<file path="src/rtl/reg_bus_regfile_pkg.sv">
// Shared definitions for the reg_bus_regfile responder: register map,
// control/status bit positions and the bus access decode helper.
package reg_bus_regfile_pkg;

    localparam int unsigned ADDR_ID       = 0;
    localparam int unsigned ADDR_SCRATCH  = 1;
    localparam int unsigned ADDR_CTRL     = 2;
    localparam int unsigned ADDR_STATUS   = 3;
    localparam int unsigned ADDR_IRQ_EN   = 4;
    localparam int unsigned ADDR_TMR_LOAD = 5;
    localparam int unsigned ADDR_TMR_CNT  = 6;

    localparam int unsigned CTRL_TMR_EN = 0;
    localparam int unsigned STS_TMR     = 0;

    typedef enum logic [1:0] {
        ACC_IDLE  = 2'd0,
        ACC_READ  = 2'd1,
        ACC_WRITE = 2'd2
    } acc_e;

    function automatic acc_e decode_acc(input logic req, input logic wr);
        if (!req) return ACC_IDLE;
        return wr ? ACC_WRITE : ACC_READ;
    endfunction

endpackage

</file>
<file path="src/rtl/reg_bus_timer.sv">
// Reload down-counter: counts to zero, pulses expire and reloads from load.
// A write to the load register also restarts the count and masks expiry.
module reg_bus_timer #(
    parameter int DW = 8
) (
    input  logic          clk,
    input  logic          rst,
    input  logic          en,
    input  logic          load_we,
    input  logic [DW-1:0] load_wdata,
    output logic [DW-1:0] load,
    output logic [DW-1:0] cnt,
    output logic          expire
);

    logic [DW-1:0] cnt_next;

    always_comb begin
        cnt_next = cnt;
        expire   = 1'b0;
        if (load_we) begin
            cnt_next = load_wdata;
        end else if (en) begin
            if (cnt == '0) begin
                cnt_next = load;
                expire   = 1'b1;
            end else begin
                cnt_next = cnt - DW'(1);
            end
        end
    end

    always_ff @(posedge clk or posedge rst) begin
        if (rst) begin
            load <= '0;
            cnt  <= '0;
        end else begin
            if (load_we) begin
                load <= load_wdata;
            end
            cnt <= cnt_next;
        end
    end

endmodule

</file>
<file path="src/rtl/reg_bus_regfile.sv">
// Register-bus responder serving ID, scratch, control, W1C status,
// interrupt enable and a reload timer, with a registered interrupt output.
module reg_bus_regfile
    import reg_bus_regfile_pkg::*;
#(
    parameter int          REG_AW   = 8,
    parameter int          REG_DW   = 8,
    parameter logic [7:0]  ID_VALUE = 8'hA5
) (
    input  logic              clk,
    input  logic              rst,
    input  logic              reg_req,
    input  logic              reg_wr,
    input  logic [REG_AW-1:0] reg_addr,
    input  logic [REG_DW-1:0] reg_wdata,
    output logic [REG_DW-1:0] reg_rdata,
    input  logic [REG_DW-2:0] hw_evt,
    output logic              irq
);

    // Handshake: reg_req qualifies reg_wr/reg_addr/reg_wdata at each rising
    // edge. There is no ready, so every request completes at that edge; read
    // data lands in reg_rdata after it and holds until the next read.

    localparam logic [REG_DW-1:0] ID_WORD = REG_DW'(ID_VALUE);

    function automatic logic addr_is(input logic [REG_AW-1:0] a, input int unsigned idx);
        return a == REG_AW'(idx);
    endfunction

    acc_e acc;
    logic is_wr;
    logic is_rd;

    assign acc   = decode_acc(reg_req, reg_wr);
    assign is_wr = (acc == ACC_WRITE);
    assign is_rd = (acc == ACC_READ);

    logic hit_id, hit_scratch, hit_ctrl, hit_status, hit_irq_en, hit_tmr_load, hit_tmr_cnt;

    assign hit_id       = addr_is(reg_addr, ADDR_ID);
    assign hit_scratch  = addr_is(reg_addr, ADDR_SCRATCH);
    assign hit_ctrl     = addr_is(reg_addr, ADDR_CTRL);
    assign hit_status   = addr_is(reg_addr, ADDR_STATUS);
    assign hit_irq_en   = addr_is(reg_addr, ADDR_IRQ_EN);
    assign hit_tmr_load = addr_is(reg_addr, ADDR_TMR_LOAD);
    assign hit_tmr_cnt  = addr_is(reg_addr, ADDR_TMR_CNT);

    logic [REG_DW-1:0] scratch;
    logic [REG_DW-1:0] ctrl;
    logic [REG_DW-1:0] status;
    logic [REG_DW-1:0] irq_en;
    logic [REG_DW-2:0] evt_prev;

    logic [REG_DW-1:0] tmr_load;
    logic [REG_DW-1:0] tmr_cnt;
    logic              tmr_expire;
    logic              tmr_en;

    assign tmr_en = ctrl[CTRL_TMR_EN];

    reg_bus_timer #(
        .DW (REG_DW)
    ) u_timer (
        .clk        (clk),
        .rst        (rst),
        .en         (tmr_en),
        .load_we    (is_wr && hit_tmr_load),
        .load_wdata (reg_wdata),
        .load       (tmr_load),
        .cnt        (tmr_cnt),
        .expire     (tmr_expire)
    );

    logic [REG_DW-2:0] evt_rise;
    logic [REG_DW-1:0] status_set;
    logic [REG_DW-1:0] status_clr;
    logic [REG_DW-1:0] status_next;
    logic [REG_DW-1:0] irq_en_next;

    assign evt_rise = hw_evt & ~evt_prev;

    // Sets are OR-ed in after the clear so a same-edge set always wins.
    always_comb begin
        status_set               = '0;
        status_set[REG_DW-1:1]   = evt_rise;
        status_set[STS_TMR]      = tmr_expire;
        status_clr               = (is_wr && hit_status) ? reg_wdata : '0;
        status_next              = (status & ~status_clr) | status_set;
        irq_en_next              = (is_wr && hit_irq_en) ? reg_wdata : irq_en;
    end

    logic [REG_DW-1:0] rd_mux;

    always_comb begin
        rd_mux = '0;
        if (hit_id)            rd_mux = ID_WORD;
        else if (hit_scratch)  rd_mux = scratch;
        else if (hit_ctrl)     rd_mux = ctrl;
        else if (hit_status)   rd_mux = status;
        else if (hit_irq_en)   rd_mux = irq_en;
        else if (hit_tmr_load) rd_mux = tmr_load;
        else if (hit_tmr_cnt)  rd_mux = tmr_cnt;
    end

    always_ff @(posedge clk or posedge rst) begin
        if (rst) begin
            scratch   <= '0;
            ctrl      <= '0;
            status    <= '0;
            irq_en    <= '0;
            evt_prev  <= '0;
            reg_rdata <= '0;
            irq       <= 1'b0;
        end else begin
            if (is_wr && hit_scratch) begin
                scratch <= reg_wdata;
            end
            if (is_wr && hit_ctrl) begin
                ctrl <= reg_wdata;
            end
            if (is_rd) begin
                reg_rdata <= rd_mux;
            end
            status   <= status_next;
            irq_en   <= irq_en_next;
            evt_prev <= hw_evt;
            irq      <= |(status_next & irq_en_next);
        end
    end

endmodule
</file>
<file path="config.mk">
export PLATFORM = sky130hd
export DESIGN_NAME = reg_bus_regfile
export DESIGN_NICKNAME = d
export VERILOG_FILES = /design/src/rtl/reg_bus_regfile_pkg.sv /design/src/rtl/reg_bus_timer.sv /design/src/rtl/reg_bus_regfile.sv
export SDC_FILE = /design/constraint.sdc
export NUM_CORES = 1
export LEC_CHECK = 0
export CAP_MARGIN = 15
export CORE_MARGIN = 2
export CORE_UTILIZATION = 56
export DETAILED_ROUTE_END_ITERATION = 10
export PLACE_DENSITY = 0.84
export SLEW_MARGIN = 40
export SYNTH_ARGS = -nofsm -noshare
export SYNTH_HDL_FRONTEND = slang
export SYNTH_HIERARCHICAL = 1
export SYNTH_SLANG_ARGS = --single-unit
</file>
<file path="constraint.sdc">
create_clock -name clk -period 3.1 [get_ports clk]
set_input_delay 0.62 -clock clk [delete_from_list [all_inputs] [get_ports clk]]
set_output_delay 0.62 -clock clk [all_outputs]
set_load 0.02 [all_outputs]
</file>
==> metrics.md <==
| Metric | Value |
|---|---|
| # DRC | 0 |
| # nets final | 364 |
| Drt initial violations | 140 |
| CP Data Required Time | 3.32 ns |
| Drt first pass iters | 4 |
| Core area | 0.005540 mm2 |
| CTS resizes | 0 |
| # setup viols final | 0 |
| Setup Skew | 0.007155 ns |
| Slowest CP cell | or4_1 |
| CP max FO | 8 |
| Family with the most delay on the worst path | simple AND/OR/NAND/NOR gates |
| Clk buf depth | 2 |
| Min Hold Slack | 0.4803 ns |
| I/O Buffers | 35 |
| Synth area leaders | dfrtp_1, mux2_2, mux2i_1 |
| FF-to-FF End | irq |
| Die span in x | 79.75 um |
| Initial antenna violation count | 0 |
| Top-area cell type share of the netlist area | 49.84% |
| Vias in the first global route | 2,570 |
| Worst Setup SP | reg_addr[5] |
| Routed wire per std cell | 18.94 um |
| Gr ovfl total | 0 |
| Syn Nets | 318 |
| Clock sinks | 64 |
| First-pass GRT wire length | 12.96 mm |
| Hold Crit Start | reg_rdata[3] |
| Peak Freq | 327.2 MHz |
| Switching Power | 0.6029 mW |
| Cell variety after synth | 50 |
| Slew @ Worst Pin | 0.6245 ns |
| Detailed Place HPWL | 5.635 mm |
| Avg Cell Area, Syn | 11.12 um2 |
| Clock power share | 35.6% |
| Antenna Violating Nets Remaining | 0 |
| Hold Fails Final Rpt | 0 |
| Gp weighted congestion | 0.8608 |
| Min Tclk post-route | 3.057 ns |
| Worst-case reg-to-reg path depth | 9 |
| Max-slew violations | 0 |
| Min-Delay Path Class | flip-flop to flip-flop |
| Register area share after synthesis | 49.84% |
| Pwr per Cell Area | 526.2 mW/mm2 |
| Vias per cell | 5.966 |
| Setup bufs post-CTS | 0 |
| Power Total | 2.062 mW |
| Post-layout util | 70.73% |
| Switch share | 29.24% |
| Starting Density | 57.99% |
| CTS Buf Count | 9 |
| RR Startpoint | u_timer/cnt[0] |
| Cell count of the worst hold path | 1 |
| Worst slew margin | 58.32% |
| RSZ-0062 raised after global routing | no |
| Final WL | 7.802 mm |
| Layout area overhead | 21.96% |
| Fin crit share | 98.60% |
| Clock H-tree levels | 3 |
| Setup Crit Path Kind | input pin to flip-flop |
| Synth area leader | dfrtp_1 |
| Leak | 1.805 nW |
| Yosys warnings | 6 |
| Hold Buf Count CTS | 0 |
| DP Worst Slack | -0.2938 ns |
| Worst skew pair latency | 0.35 ns |
| Io pins | 36 |
| Synth Register Bits | 64 |
| Worst path max stage delay | 0.61 ns |
| Gr usage total | 27.52% |
| Largest net degree at the start of global routing | 27 |
| Detailed-route via count | 2,458 |
| CTS tree | done |
| Sequential power share | 46.1% |
| Post-route worst setup slack | 0.04336 ns |
| Int Power | 1.459 mW |
| MaxCap Viol Count | 0 |
| Comb pwr share | 18.3% |
| Synthesized area | 0.003213 mm2 |
| WHS Endpoint | reg_rdata[3] |
| Die area | 0.006359 mm2 |
| Critical Path Most Common Cell | or4_1 |
| Share of cells above drive strength 1 | 22.35% |
| Status | completed |
| Die height | 79.75 um |
| Crit start category | input pin |
| VDD IR max | 350.2 uV |
| Worst Setup End Kind | flip-flop |
| Critical-path cell list | clkdlybuf4s50_1, or4_1, or3_1, buf_4, o22a_1, a22o_1, or4_1 |
| Crit path DAT | 3.28 ns |
| Mapped Cells | 289 |
| Inserted Diodes | 0 |
| Register-to-Register Setup Slack | 0.51 ns |
| Reg clk slew, reported paths | 0.07 ns |
| Row Count | 27 |
| Root Driver | clkbuf_8 |
| Worst Path Buf+Inv | 2 |
==> routing by layer <==
layer / vias to the layer above / share of wire, % / global-route usage, %
met4: 0 / 1.2 / 8.644
met1: 1229 / 44 / 36.70
met2: 77 / 48 / 44.29
met5: - / 0 / 0
met3: 9 / 6.2 / 7.127
li1: 1143 / - / -
==> power groups by stage <==
stage	combinational (mW)	clock, mW	sequential [mW]
4_1_cts	0.375	0.747	0.951
5_1_grt	0.418	0.779	0.959
3_3_place_gp	0.359	0	0.963
2_1_floorplan	0.271	0	0.936
3_5_place_dp	0.371	0	0.966
6_report	0.377	0.734	0.951
==> cell usage in the layout (no fill, tap or decap), drive strengths merged, types with 2 or more instances in the layout <==
cell type and instances:
ha 2, or4 3, o21ai 17, a21oi 11, nor2b 14, inv 18, xor2 2, clkinv 4
dfrtp 64, a221oi 4, a21o 4, nand2 15, clkdlybuf4s50 35, nor2 12, nor3b 2, a22oi 6
mux2 34, nand2b 5, buf 17, or3 4, o221ai 4, o21a 4, a211oi 4, mux2i 10
nor3 5, a22o 4, a221o 7, o31ai 2, clkbuf 10
==> flip-flops by register name, indices dropped and copies added (netlist names) <==
signal and cells:
irq_en 8, irq 1, status 8, scratch 8
u_timer/cnt 8, u_timer/load 8, ctrl 8, reg_rdata 8
evt_prev 7
==> kinds of logic after synthesis <==
logic type               after synthesis  synth area share [%]
multiplexers                          44                 15.38
AND/OR/NAND/NOR                       68                 12.23
XOR/XNOR                               3                0.8179
adder cells (fa/ha/maj)                2                0.7787
flip-flops                            64                 49.84
AO/OA/AOI/OAI                         73                 16.47
buffers and inverters                 35                 4.478
==> through the flow <==
| stage | cells | area, um2 | setup TNS [ns] |
|---|---|---|---|
| 6_report | 412 | 3919 | 0 |
| 3_3_place_gp | 396 | 3712 | -0.2669 |
| 5_1_grt | 412 | 3919 | 0 |
| 2_1_floorplan | 289 | 3218 | 0 |
| 3_5_place_dp | 396 | 3712 | -0.2938 |
| 4_1_cts | 412 | 3919 | 0 |
==> worst register-to-register path: stages, from the launching register on <==
cell      delay [ns]
dfrtp_1         0.54
inv_1           0.12
ha_1            0.25
nor3b_2         0.19
nand2_2         0.19
nor2_1          0.10
nand2b_1        0.17
o22a_1          0.20
a22o_1          0.19
or4_1           0.51
==> final cells by class <==
cell class                      count  area (um2)
Timing Repair Buffer               52       478.0
Clock buffer                       10       137.6
Sequential cell                    64        1602
Clock inverter                      6       68.82
Multi-Input combinational cell    190        1475
Fill cell                         406        1622
Tap cell                           72       90.09
Inverter                           18       67.56
==> cells in the mapped netlist (all sizes together) <==
library cell and number:
o31ai 2, mux2i 10, o21a 4, buf 7, o221ai 4, nor4 1, clkbuf 10, o22a 1
or4b 1, or4 3, nor3 5, nor2b 14, nand3 1, nand3b 1, inv 18, xor2 2
a221oi 4, a22o 4, and2 1, a21o 4, o31a 1, nor2 12, a211oi 4, mux2 34
a22oi 6, dfrtp 64, nor3b 2, o311ai 1, nor4b 1, a21oi 11, nand4bb 1, o41a 1
nand2 15, xnor2 1, o41ai 1, nand2b 5, o21ai 17, nand4 1, ha 2, a31oi 1
a221o 7, or3 4
==> how the worst max path moves through the flow <==
stage | slack, ns | cells after the start | endpoint
after floorplan | 0.06 | 12 | irq
after global routing | 0.003 | 7 | irq
after global placement | -0.27 | 6 | irq
after CTS | 0.07 | 7 | irq
after detailed placement | -0.29 | 6 | irq
final | 0.04 | 7 | irq
Power figures use the tool's default switching activity.
